## config.mk

```make
export PLATFORM = sky130hd
export DESIGN_NAME = nn_perturb_train_ctrl
export DESIGN_NICKNAME = d
export VERILOG_FILES = /design/src/rtl/nn_perturb_train_ctrl.sv
export SDC_FILE = /design/constraint.sdc
export NUM_CORES = 1
export LEC_CHECK = 0
export ABC_AREA = 1
export CORE_MARGIN = 2
export CORE_UTILIZATION = 58
export DETAILED_ROUTE_END_ITERATION = 7
export HOLD_SLACK_MARGIN = 0.03
export PLACE_DENSITY = 0.87
export SLEW_MARGIN = 20
export SYNTH_ARGS = -nofsm -noshare
export SYNTH_HDL_FRONTEND = slang
export SYNTH_SLANG_ARGS = --single-unit
export TNS_END_PERCENT = 5
```

## constraint.sdc

```tcl
create_clock -name clk_i -period 8.45 [get_ports clk_i]
set_clock_uncertainty 0.15 [all_clocks]
set_input_delay 1.69 -clock clk_i [delete_from_list [all_inputs] [get_ports clk_i]]
set_output_delay 1.69 -clock clk_i [all_outputs]
set_load 0.02 [all_outputs]
```

## src/rtl/nn_perturb_train_ctrl.sv

```systemverilog
// nn_perturb_train_ctrl: weight-perturbation training sequencer owning the neuron weight bank
module nn_perturb_train_ctrl #(
  parameter int WIDTH   = 8,
  parameter int N_W     = 10,
  parameter int LOSS_W  = 42,
  parameter int FWD_LAT = 4,
  parameter int STEP    = 1
) (
  input  logic                 clk_i,
  input  logic                 rst_i,
  input  logic                 start_i,
  input  logic [7:0]           iters_i,
  input  logic                 init_load_i,
  input  logic [3:0]           init_idx_i,
  input  logic [WIDTH-1:0]     init_w_i,
  input  logic [LOSS_W-1:0]    loss_i,
  output logic                 fwd_en_o,
  output logic [N_W*WIDTH-1:0] w_flat_o,
  output logic                 busy_o,
  output logic                 done_o,
  output logic [LOSS_W-1:0]    best_loss_o,
  output logic [7:0]           iter_o
);
  localparam int K_W = $clog2(N_W);
  localparam int C_W = $clog2(FWD_LAT + 1);
  localparam logic signed [WIDTH:0] STEP_X = (WIDTH+1)'(STEP);
  localparam logic signed [WIDTH:0] W_MAX = (WIDTH+1)'(2**(WIDTH-1) - 1);
  localparam logic signed [WIDTH:0] W_MIN = (WIDTH+1)'(-(2**(WIDTH-1)));

  typedef enum logic [2:0] {IDLE, BASE_EVAL, BASE_CAP, PERTURB, TRY_EVAL, TRY_CAP, DONE} state_t;

  state_t                  state;
  logic signed [WIDTH-1:0] w [N_W];
  logic [N_W-1:0]          dir;
  logic [K_W-1:0]          k;
  logic [C_W-1:0]          cnt;
  logic [7:0]              iters_q;
  logic signed [WIDTH-1:0] old_w;
  logic signed [WIDTH-1:0] cur;
  logic signed [WIDTH:0]   wide;
  logic signed [WIDTH-1:0] cand;
  logic [7:0]              iter_next;
  logic                    last;
  logic [K_W-1:0]          k_next;

  genvar i;
  generate
    for (i = 0; i < N_W; i++) begin : g_flat
      assign w_flat_o[i*WIDTH +: WIDTH] = w[i];
    end
  endgenerate

  // one extra bit of headroom so the step can be clamped instead of wrapping
  always_comb begin
    cur = w[k];
    wide = dir[k] ? $signed({cur[WIDTH-1], cur}) - STEP_X : $signed({cur[WIDTH-1], cur}) + STEP_X;
    cand = wide > W_MAX ? W_MAX[WIDTH-1:0] : wide < W_MIN ? W_MIN[WIDTH-1:0] : wide[WIDTH-1:0];
    iter_next = iter_o + 8'd1;
    last = iter_next == iters_q;
    k_next = k == K_W'(N_W - 1) ? '0 : k + 1'b1;
  end

  always_ff @(posedge clk_i) begin
    if (rst_i) begin
      state <= IDLE;
      for (int n = 0; n < N_W; n++) w[n] <= '0;
      dir <= '0;
      k <= '0;
      cnt <= '0;
      iters_q <= '0;
      old_w <= '0;
      fwd_en_o <= 1'b0;
      busy_o <= 1'b0;
      done_o <= 1'b0;
      best_loss_o <= '0;
      iter_o <= '0;
    end else begin
      case (state)
        IDLE: begin
          if (init_load_i && 32'(init_idx_i) < N_W) w[init_idx_i[K_W-1:0]] <= init_w_i;
          if (start_i) begin
            state <= BASE_EVAL;
            busy_o <= 1'b1;
            fwd_en_o <= 1'b1;
            cnt <= '0;
            iter_o <= '0;
            k <= '0;
            iters_q <= iters_i;
          end
        end
        BASE_EVAL, TRY_EVAL: begin
          cnt <= cnt + 1'b1;
          if (cnt == C_W'(FWD_LAT - 1)) begin
            fwd_en_o <= 1'b0;
            state <= state == BASE_EVAL ? BASE_CAP : TRY_CAP;
          end
        end
        BASE_CAP: begin
          best_loss_o <= loss_i;
          state <= iters_q == '0 ? DONE : PERTURB;
          done_o <= iters_q == '0;
        end
        PERTURB: begin
          old_w <= cur;
          if (cand == cur) begin
            dir[k] <= ~dir[k];
            k <= k_next;
            iter_o <= iter_next;
            state <= last ? DONE : PERTURB;
            done_o <= last;
          end else begin
            w[k] <= cand;
            fwd_en_o <= 1'b1;
            cnt <= '0;
            state <= TRY_EVAL;
          end
        end
        TRY_CAP: begin
          if (loss_i < best_loss_o) begin
            best_loss_o <= loss_i;
          end else begin
            w[k] <= old_w;
            dir[k] <= ~dir[k];
          end
          k <= k_next;
          iter_o <= iter_next;
          state <= last ? DONE : PERTURB;
          done_o <= last;
        end
        DONE: begin
          done_o <= 1'b0;
          busy_o <= 1'b0;
          state <= IDLE;
        end
        default: state <= IDLE;
      endcase
    end
  end
endmodule

```

* Word-level counts from Yosys, hierarchy flattened
Memory sizes are Yosys's and may differ from the RTL's. A register that Yosys moved wholly into a read port is not among the register bits.
Cells that the tools add are included.
** Operators by class
- Magnitude comparators :: 6
- Multiplexer cells :: 60
- Equality and inequality tests :: 16
- Reduce and logical (&&, ||, !) cells :: 22
- Bitwise gates (word level) :: 2
- Add/subtract/negate cells :: 5
** Operator list (count)
- $pmux W42 S2 :: 1
- $mux W8 :: 7
- $lt A42 B42 Y1 :: 1
- $mux W42 :: 1
- $mux W4 :: 7
- $mux W3 :: 8
- $pmux W8 S3 :: 1
- $mux W1 :: 22
- $mux W10 :: 2
- $pmux W10 S2 :: 1
- $eq A8 B8 Y1 :: 2
- $reduce_or A8 Y1 :: 2
- $pmux W3 S5 :: 1
- $ne A2 B2 Y1 const B :: 6
- $pmux W4 S3 :: 1
- $bwmux W10 :: 1
- $reduce_and A2 Y1 :: 5
- $add A8 B2 Y9 const B :: 1
- $eq A3 B2 Y1 const B :: 3
- $eq A3 B3 Y1 const B :: 3
- $gt A9 B8 Y1 const B :: 1
- $lt A9 B8 Y1 const B :: 1
- $mux W9 :: 1
- $pmux W3 S3 :: 1
- other kinds (25) :: 31
** Storage, ports and cells
- Register bits after elaboration :: 89
- Memory bits (writable) :: 80
- Input port bits :: 66
- Output and inout port bits :: 133
- Word-level logic and storage cells :: 123
- Memories :: 1
** Memory list
- w :: depth 10, bits a word 8, rd ports 11, clocked after Yosys merged registers in 1, wr ports 10, line 33 : logic signed [WIDTH-1:0] w [N_W];

* Longest topological paths before layout
- Depth after elaboration :: 14
- Depth in mapped cells :: 34
- Mapped depth without buffers :: 32

* Worst setup path before layout
Ideal clock, no wire load.
- Path type :: reg-to-reg
- From :: reg k[0]
- To :: mem w[12][0], enable pin
- Path slack :: 3.588 ns
- Path buffers :: 2
- Cell stages (with the launch flop) :: 31
- Arrival time :: 4.328 ns
- Cell sequence :: dfxtp_1 -> inv_1 -> nor2_1 -> inv_1 -> o22ai_1 -> o21ai_0 -> nand2_1 -> nor2_1 -> clkbuf_1 -> inv_1 -> ha_1 -> a21oi_1 -> nand2_1 -> a21oi_1 -> o21ai_1 -> nand2_1 -> nand3_1 -> o21ai_1 -> inv_1 -> nand3_2 -> buf_6 -> o211ai_1 -> nand2_1 -> nor2_2 -> nand3_2 -> nand3_2 -> nand2_4 -> nand2_1 -> nand2_2 -> nand2_1 -> nor3_1
** RTL lines
- from (decl) :: line 35 : logic [K_W-1:0] k;
- from (signal assigned) :: line 107 : k <= k_next;
- from (signal assigned) :: line 125 : k <= k_next;
- to (decl) :: line 33

==> impl_metrics.ini <==
[clock_network]
cts_hold_repair.buffers = 0
cts.repair.resized = 0
cts_tree = done
cts_inserted_buffers = 23
cts_post_setup_buffers_inserted = 0
cts_max_level = 1
clock-sinks = 221
clock_path_buffers = 3
path_clk_slew_ps = 60
clkLatencyLatePin_ps = 510
root_buffer = clkbuf_16

[floorplanning]
initial_core_util_pct = 58.8
die_w_um = 144
rows = 51
die_area_um2 = 20700
die_h_um = 144
core_area_um2 = 19300
io-pin-count = 199

[placement]
postPlaceCellArea_um2 = 13500
gp_congestion = 0.936
hpwl_um = 21800
numPortBuffers = 198

[critical_path]
critPathKind = register to register
slowest_delay_ps = 680
required_ps = 8440
path_max_fanout = 65
worstSetupStartpointType = register
timing.critical_path.arrival_ps = 6630
slowest_stage = nor2_1
cp_common_cell = nand2_1
setup.worst_path.end_class = register

[layout]
fin_area_um2 = 14300
multi_input_area_um2 = 4820
fillCellCount = 1336
antenna_cells = 0
ff_latch_area_um2 = 5710
area_delta_synth_final_pct = 25.8
final_nets = 1592
drive_gt1_share_pct = 6.64

[synth]
syn_avg_cell_area_um2 = 8.76
syn-instance-count = 1298
synth_commonest_cells = 167 x nor2_1, 161 x nand2_1, 160 x inv_1, 148 x o21ai_0, 128 x edfxtp_1
ys_async_sr_fraction_pct = 0
yosysSeqAreaShare_pct = 50.2
yosysTopAreaCellShare_pct = 33.8
synth_top_area_cell = edfxtp_1
synth_edf_count = 128
synth.yosys.warnings = 0
synth_flop_cell = edfxtp_1
synth_cell_types = 47
synth.most_common_cell = nor2_1
synth-seq-cells = 221
syn_area_um2 = 11400
yosys-top-cells-area = edfxtp_1 34%, dfxtp_1 16%, o21ai_0 6.5%
synthesis.nets = 1417

[grt]
antenna_found_initial = 0
grt_pass1_wl_um = 49300
overflow = 0
grt.total_usage_pct = 30.1
grt_max_degree = 85
grt_pass1_vias = 9919

[route]
drt-total-wl_um = 31300
wl_per_cell_um = 17.9
routed_via_density = 5.83
drc = 0
ant_nets = 0
first_iter_violations = 1028
vias = 10239
drt_pre_antenna_iters = 6

[timing]
setup_viol = 0
setup-tns-final_ps = 0
final_min_period_over_clock_period_pct = 78.6
hold_viol = 0
drv_slew = 0
rsz0062_at_grt = no
fmax_mhz = 151
tightest_slew_ps = 1070
slew_headroom_pct = 28.3
post-route-min-period_ps = 6640

[pwr]
finalPower_mw = 3.90
p_per_area_nw_per_um2 = 273
p_leak_nw = 5.54
peakVddDrop_uv = 196

[flow_run]
maxCapViolCount = 0

[outcome]
status = completed

[worst_hold_path]
min_path_type = register to register
-- final timing paths --
check / depth (start not counted) / end / startpoint / slack (ps)
worst max register to register: 28 / w[10][0] / register / 1810
worst min register to register: 2 / dir[9] / dir[9] / 300
worst min-delay path: 2 / dir[9] / dir[9] / 300
worst max-delay path: 28 / w[10][0] / register / 1810
-- metal layers --
layer	part of all wire, %	global-route usage (%)
met1	38	37.9
met2	47	50.0
met3	10	7.38
met4	4.0	12.3
met5	0	0
-- placed cells by master, fill, tap and decap left out, types with 19 or more instances in the layout --
master and instances:
inv_1 159, nor2_1 167, a21oi_1 117, clkbuf_16 23, ha_1 52, edfxtp_1 128
o221ai_1 23, nand2_1 161, clkdlybuf4s50_1 198, nand3_1 54, dfxtp_1 92, nand4_1 19
o21ai_0 148
-- flip-flops by register name (all words and copies together), names as in the netlist, named ones only --
register,count
w,128
cnt,3
old_w,8
best_loss_o,42
dir,10
done_o,1
iter_o,8
iters_q,8
state,3
fwd_en_o,1
k,4
busy_o,1
-- logic make-up after synthesis --
logic type,Yosys count,synth area share (%)
AOI/OAI and AO/OA,332,16.6
xor gates and xnor gates,11,0.848
adders and majority gates,53,5.90
buffers and inverters,217,7.42
DFF,221,50.2
and+or+nand+nor,464,19.0
-- where the power goes --
group	switching, mW	internal, mW	leakage, nW	total (mW)
clock network	0.428	0.661	0.395	1.09
logic	0.961	0.505	3.12	1.47
registers	0.0795	1.27	2.03	1.35
total	1.47	2.43	5.54	3.90
-- critical path: cells and delay by family, from the launching register on --
| family | cells | cell delay (ps) |
|---|---|---|
| compound gates | 6 | 1130 |
| buf+inv | 4 | 1280 |
| simple gates | 17 | 2870 |
| fa+ha+maj | 1 | 480 |
| flops | 1 | 310 |
-- area by class of cell --
class / instances / area share, %
Clock buffer: 25 / 4.15
Clock inverter: 17 / 1.50
Inverter: 165 / 4.34
Multi-Input combinational cell: 860 / 33.7
Sequential cell: 221 / 39.9
Tap cell: 265 / 2.32
Timing Repair Buffer: 202 / 14.1
-- per-stage QoR --
step	std cells	hold slack [ps]	util, %	setup WS (ps)
after CTS	1755	300	73.9	1690
after global placement	1713	286	69.8	2110
final	1755	299	74.0	1810
after detailed placement	1713	291	69.8	1760
after floorplan	1298	273	-	3590
after global routing	1755	327	74.0	1370
Note: power is estimated with default switching activity, not from simulation.
